<file path="src/rtl/freq_div_prog.sv">
// Programmable carrier divider: half-period picked by a select code, glitch-free divisor
// changes at terminal count, square or pulse output. Optional cycle counter: FREQ_DIV_CYC_CNT_EN.
module freq_div_prog #(
    parameter int CNT_W = 9,
    parameter int SEL_W = 3
) (
    input  logic             clk,
    input  logic             rst,
    input  logic             en,
    input  logic             init,
    input  logic [SEL_W-1:0] cnt,
    input  logic             mode,
    output logic             freq_div_out,
    output logic             tick,
    output logic             pending
`ifdef FREQ_DIV_CYC_CNT_EN
    ,
    output logic [15:0]      cyc_cnt
`endif
);

    typedef enum logic {
        IDLE = 1'b0,
        RUN  = 1'b1
    } state_t;

    state_t           state;
    logic [CNT_W-1:0] ctr;
    logic [SEL_W-1:0] sel_q;
    logic [SEL_W-1:0] shadow;
    logic [SEL_W-1:0] next_sel;
    logic             tc;

    // Counting up from this value to all-ones takes 2^CNT_W - load_val cycles.
    function automatic logic [CNT_W-1:0] load_val(input logic [SEL_W-1:0] s);
        return {1'b1, s, {(CNT_W-1-SEL_W){1'b0}}};
    endfunction

    // An init landing on the terminal count bypasses the shadow register.
    always_comb begin
        tc       = (state == RUN) && en && (ctr == '1);
        next_sel = sel_q;
        if (init)
            next_sel = cnt;
        else if (pending)
            next_sel = shadow;
    end

    always_ff @(posedge clk or negedge rst) begin
        if (!rst) begin
            state        <= IDLE;
            ctr          <= '0;
            sel_q        <= '0;
            shadow       <= '0;
            pending      <= 1'b0;
            tick         <= 1'b0;
            freq_div_out <= 1'b0;
`ifdef FREQ_DIV_CYC_CNT_EN
            cyc_cnt      <= 16'd0;
`endif
        end else begin
            case (state)
                IDLE: begin
                    tick         <= 1'b0;
                    freq_div_out <= 1'b0;
                    pending      <= 1'b0;
                    if (init) begin
                        ctr   <= load_val(cnt);
                        sel_q <= cnt;
                        state <= RUN;
`ifdef FREQ_DIV_CYC_CNT_EN
                        cyc_cnt <= 16'd0;
`endif
                    end
                end
                RUN: begin
                    tick <= tc;
                    if (tc) begin
                        ctr          <= load_val(next_sel);
                        sel_q        <= next_sel;
                        pending      <= 1'b0;
                        freq_div_out <= mode ? 1'b1 : ~freq_div_out;
`ifdef FREQ_DIV_CYC_CNT_EN
                        cyc_cnt      <= cyc_cnt + 16'd1;
`endif
                    end else begin
                        if (en) begin
                            ctr          <= ctr + CNT_W'(1);
                            freq_div_out <= mode ? 1'b0 : freq_div_out;
                        end
                        if (init) begin
                            shadow  <= cnt;
                            pending <= 1'b1;
                        end
                    end
                end
                default: state <= IDLE;
            endcase
        end
    end

endmodule

</file>
<file path="config.mk">
export PLATFORM = sky130hd
export DESIGN_NAME = freq_div_prog
export DESIGN_NICKNAME = d
export VERILOG_FILES = /design/src/rtl/freq_div_prog.sv
export SDC_FILE = /design/constraint.sdc
export NUM_CORES = 1
export LEC_CHECK = 0
export CORE_MARGIN = 5
export CORE_UTILIZATION = 55
export CTS_CLUSTER_SIZE = 28
export DETAILED_ROUTE_END_ITERATION = 8
export GPL_TIMING_DRIVEN = 0
export HOLD_SLACK_MARGIN = 0.15
export PLACE_DENSITY = 0.76
export SETUP_SLACK_MARGIN = 0.15
export SLEW_MARGIN = 10
export SYNTH_ARGS = -nofsm -noshare
export SYNTH_HDL_FRONTEND = slang
export SYNTH_SLANG_ARGS = --single-unit
</file>
<file path="constraint.sdc">
create_clock -name clk -period 2 [get_ports clk]
set_input_delay 0.4 -clock clk [delete_from_list [all_inputs] [get_ports clk]]
set_output_delay 0.4 -clock clk [all_outputs]
set_load 0.01 [all_outputs]
</file>
==> key figures, run 1 <==
Run status
  • Status: completed

Global routing
  • GRT Resource Usage Total: between 10% and 20%
  • Largest net degree at the start of global routing: 20
  • Met2 GRT Util: approximately 29%
  • Vias in the first global route: a little under 1k
  • Initial antenna violation count: 0
  • Routing usage on met1: about 22%
  • Total gr overflow: 0
  • First-pass GRT wire length: around 4.4 mm
  • Met3 Resource Use GR: 2.784%
  • Gr busiest metal: met2

STA
  • Fmax: 562.6 MHz
  • Relative slew slack: approximately 42%
  • Slew of the pin with the lowest slew margin: a little under 0.9 ns
  • Clk_skew: between 0.004 and 0.005 ns
  • RSZ-0062 raised after global routing: true
  • Final min period: around 1.8 ns
  • Max Slew Vio Count: 0
  • Setup TNS: 0 ns
  • Final Hold Viols: 0
  • Final Cycle Share: 88.88%
  • Setup violators final: 0
  • PnR worst setup slack: roughly 0.22 ns

Layout
  • Fill cell instance count of the final layout: approximately 130
  • Finished Cell Area: 0.001424 sq mm
  • Core Util, Final: just over 70%
  • Ant diodes: 0
  • Fin nets: ~150
  • Share of layout cells above drive strength 1: roughly 28%
  • Area Growth Syn to Fin: 23.29%

Detailed routing
  • 1st-pass router iterations: 4
  • Vias: 942
  • Via density: 5.779
  • Drt drc: 0
  • DR iter-0 viols: 18
  • DR WL/cell: roughly 16 microns
  • Post-route ant nets: 0
  • Post-Route WL: approximately 2.5 mm

Power and ir drop
  • Comb power frac: around a third
  • Pleak: a little over 0.6 nW
  • VDD IR max: 0.5508 mV
  • Sequential Power Share: around 48%
  • Internal power: 0.7395 mW
  • Clock share of power: 17.9%
  • PD cells: just under 800 mW/mm^2
  • Switching Share: between 30 and 40%
  • NetSw: 0.3867 mW

Yosys
  • Synth warn: 0
  • Synth top area share: between 40% and 50%
  • Synth cell types: 36
  • Syn_nets: 126
  • Post-synthesis register bit count: 19
  • Post-Syn Area per Cell: 9.956 sq um
  • Top cells by area, synth: dfrtp_1 (41%), mux2_2 (4.9%), mux2i_1 (4.3%)
  • Sequential share of the synthesized area: about two fifths
  • Async SR Flop Fraction: 100.0%
  • Yosys top cell by area: dfrtp_1
  • Synth Cell Area: between 0.001 and 0.0015 sq mm
  • Count leader, synth: dfrtp_1
  • Primary FF master, synth: dfrtp_1
  • Post-synth top cells: dfrtp_1 (19), nand2_1 (10), nor2_1 (9), o21ai_0 (9), nor2b_1 (7)
  • EDFF count, synth: 0
  • Mapped Cells: ~120

Clock tree
  • Num CTS Buffers: 3
  • Hold Buf Count CTS: 0
  • Latest clock arrival within the worst-skew pair: 0.30 ns
  • CTS max path bufs: 2
  • TritonCTS Sinks: 19
  • Htree depth: 1
  • Worst-path clk slew: 0.11 ns
  • Root Driver: clkbuf_4
  • CTS tree: built

Die
  • Die area: about 0.0031 sq mm
  • Initial core utilization: between 50% and 60%
  • I/O pins: 11
  • Die W: roughly 56 microns
  • Row cnt: 16
  • Die height: between 50 and 60 microns
  • Core area: 0.001982 sq mm

Placed design
  • Place WS: -0.1695 ns
  • Placed Area: 0.001289 sq mm
  • GPL Wtd Cong: between 0.7 and 0.8
  • DP HPWL: between 1.5 and 2 mm
  • PortBufs: 10

Setup path
  • WP data arrival: 2.00 ns
  • Critical path class: flip-flop to flip-flop
  • Register-to-Register Path Depth: 8
  • RR Endpoint: ctr[6]
  • FF-to-FF Start: ctr[1]
  • CP Capture Type: flip-flop
  • Startpoint Class: flip-flop
  • Worst R2R Setup Slack: 0.22 ns
  • Worst-path fanout max: 6
  • Req. time, crit path: around 2.2 ns

Job
  • Max-cap violations: 0

Hold path
  • WHS Path Cells: 2
  • Hold Crit Start: sel_q[2]
  • Worst Hold End: sel_q[2]
  • Min-delay worst type: flip-flop to flip-flop
[power by group through the flow]
stage	Clock, mW	Sequential [mW]	Combinational [mW]
floorplan	0	0.535	0.205
global placement	0	0.550	0.254
detailed placement	0	0.556	0.269
CTS	0.199	0.531	0.341
global route	0.222	0.548	0.433
finish	0.201	0.537	0.388
[per-layer routing]
layer | vias to the layer above | part of all wire (%)
li1 | 455 | -
met1 | 466 | 45
met2 | 16 | 49
met3 | 5 | 4.0
met4 | 0 | 2.1
met5 | - | 0
[registers in the layout, summed over array words and instances (netlist names)]
register,cells
freq_div_out,1
sel_q,3
ctr,9
state,1
pending,1
shadow,3
tick,1
[worst max-delay path, stage by stage (launching register included)]
cell and delay (ns):
dfrtp_1 0.42, ha_4 0.17, nand2_4 0.06, nor4_4 0.17
ha_2 0.29, nor2b_1 0.10, a2bb2oi_2 0.16, o21ai_1 0.10
a221oi_2 0.21
[how the worst max path moves through the flow]
stage,slack [ns],start,to,cells past startpoint
6_report,0.22,ctr[1],ctr[6],8
3_3_place_gp,-0.18,ctr[0],shadow[0],7
5_1_grt,0.12,ctr[1],ctr[6],8
2_1_floorplan,0.19,ctr[0],shadow[0],7
3_5_place_dp,-0.17,ctr[0],shadow[0],7
4_1_cts,0.15,ctr[0],ctr[6],8
[cells in the final DEF, fill, tap and decap left out, types with 4 or more instances in the layout]
cell type        synthesis  layout
mux2_2                   5       5
dfrtp_1                 19      19
mux2i_1                  5       5
nor2b_1                  7       7
o21ai_0                  9       7
buf_4                    0       6
clkdlybuf4s50_1          0      10
nand2_1                 10       9
nand2b_1                 5       4
nor2_1                   9       8
[area by class of cell]
type                            count  area [sq um]  share of cell area [%]
Buffer                              6         48.80                   3.427
Clock buffer                        4         26.28                   1.845
Inverter                            3         11.26                  0.7909
Multi-Input combinational cell     88         683.2                   47.98
Sequential cell                    19         475.5                   33.39
Tap cell                           27         33.78                   2.373
Timing Repair Buffer               16         145.1                   10.19
[cell families after synthesis]
family	share of synthesized area, %
buf+inv	5.200
simple gates	21.56
fa+ha+maj	2.167
flops	41.17
xor+xnor	3.034
compound gates	16.36
mux	10.51
[what timing repair did]
| action | CTS | global route |
|---|---|---|
| setup endpoints to repair | 16 | 11 |
| buffers inserted | 4 | 2 |
| endpoints found under the hold margin | 0 | 0 |
| gates resized for setup | 7 | 8 |
| pin swaps | 2 | 5 |
[through the flow]
step | power [mW] | cells | hold slack, ns
5_1_grt | 1.203 | 163 | 0.5402
3_3_place_gp | 0.8040 | 153 | 0.4676
3_5_place_dp | 0.8247 | 153 | 0.4866
6_report | 1.126 | 163 | 0.5089
4_1_cts | 1.071 | 161 | 0.5110
2_1_floorplan | 0.7391 | 116 | 0.1044
Power figures use the tool's default switching activity.
==> run 2, diff against run 1 <==
Settings changed: CTS_CLUSTER_SIZE 28 to not set.
==> results of run 2 <==
The final DEF is identical to that of run 1; final timing and power are the same.
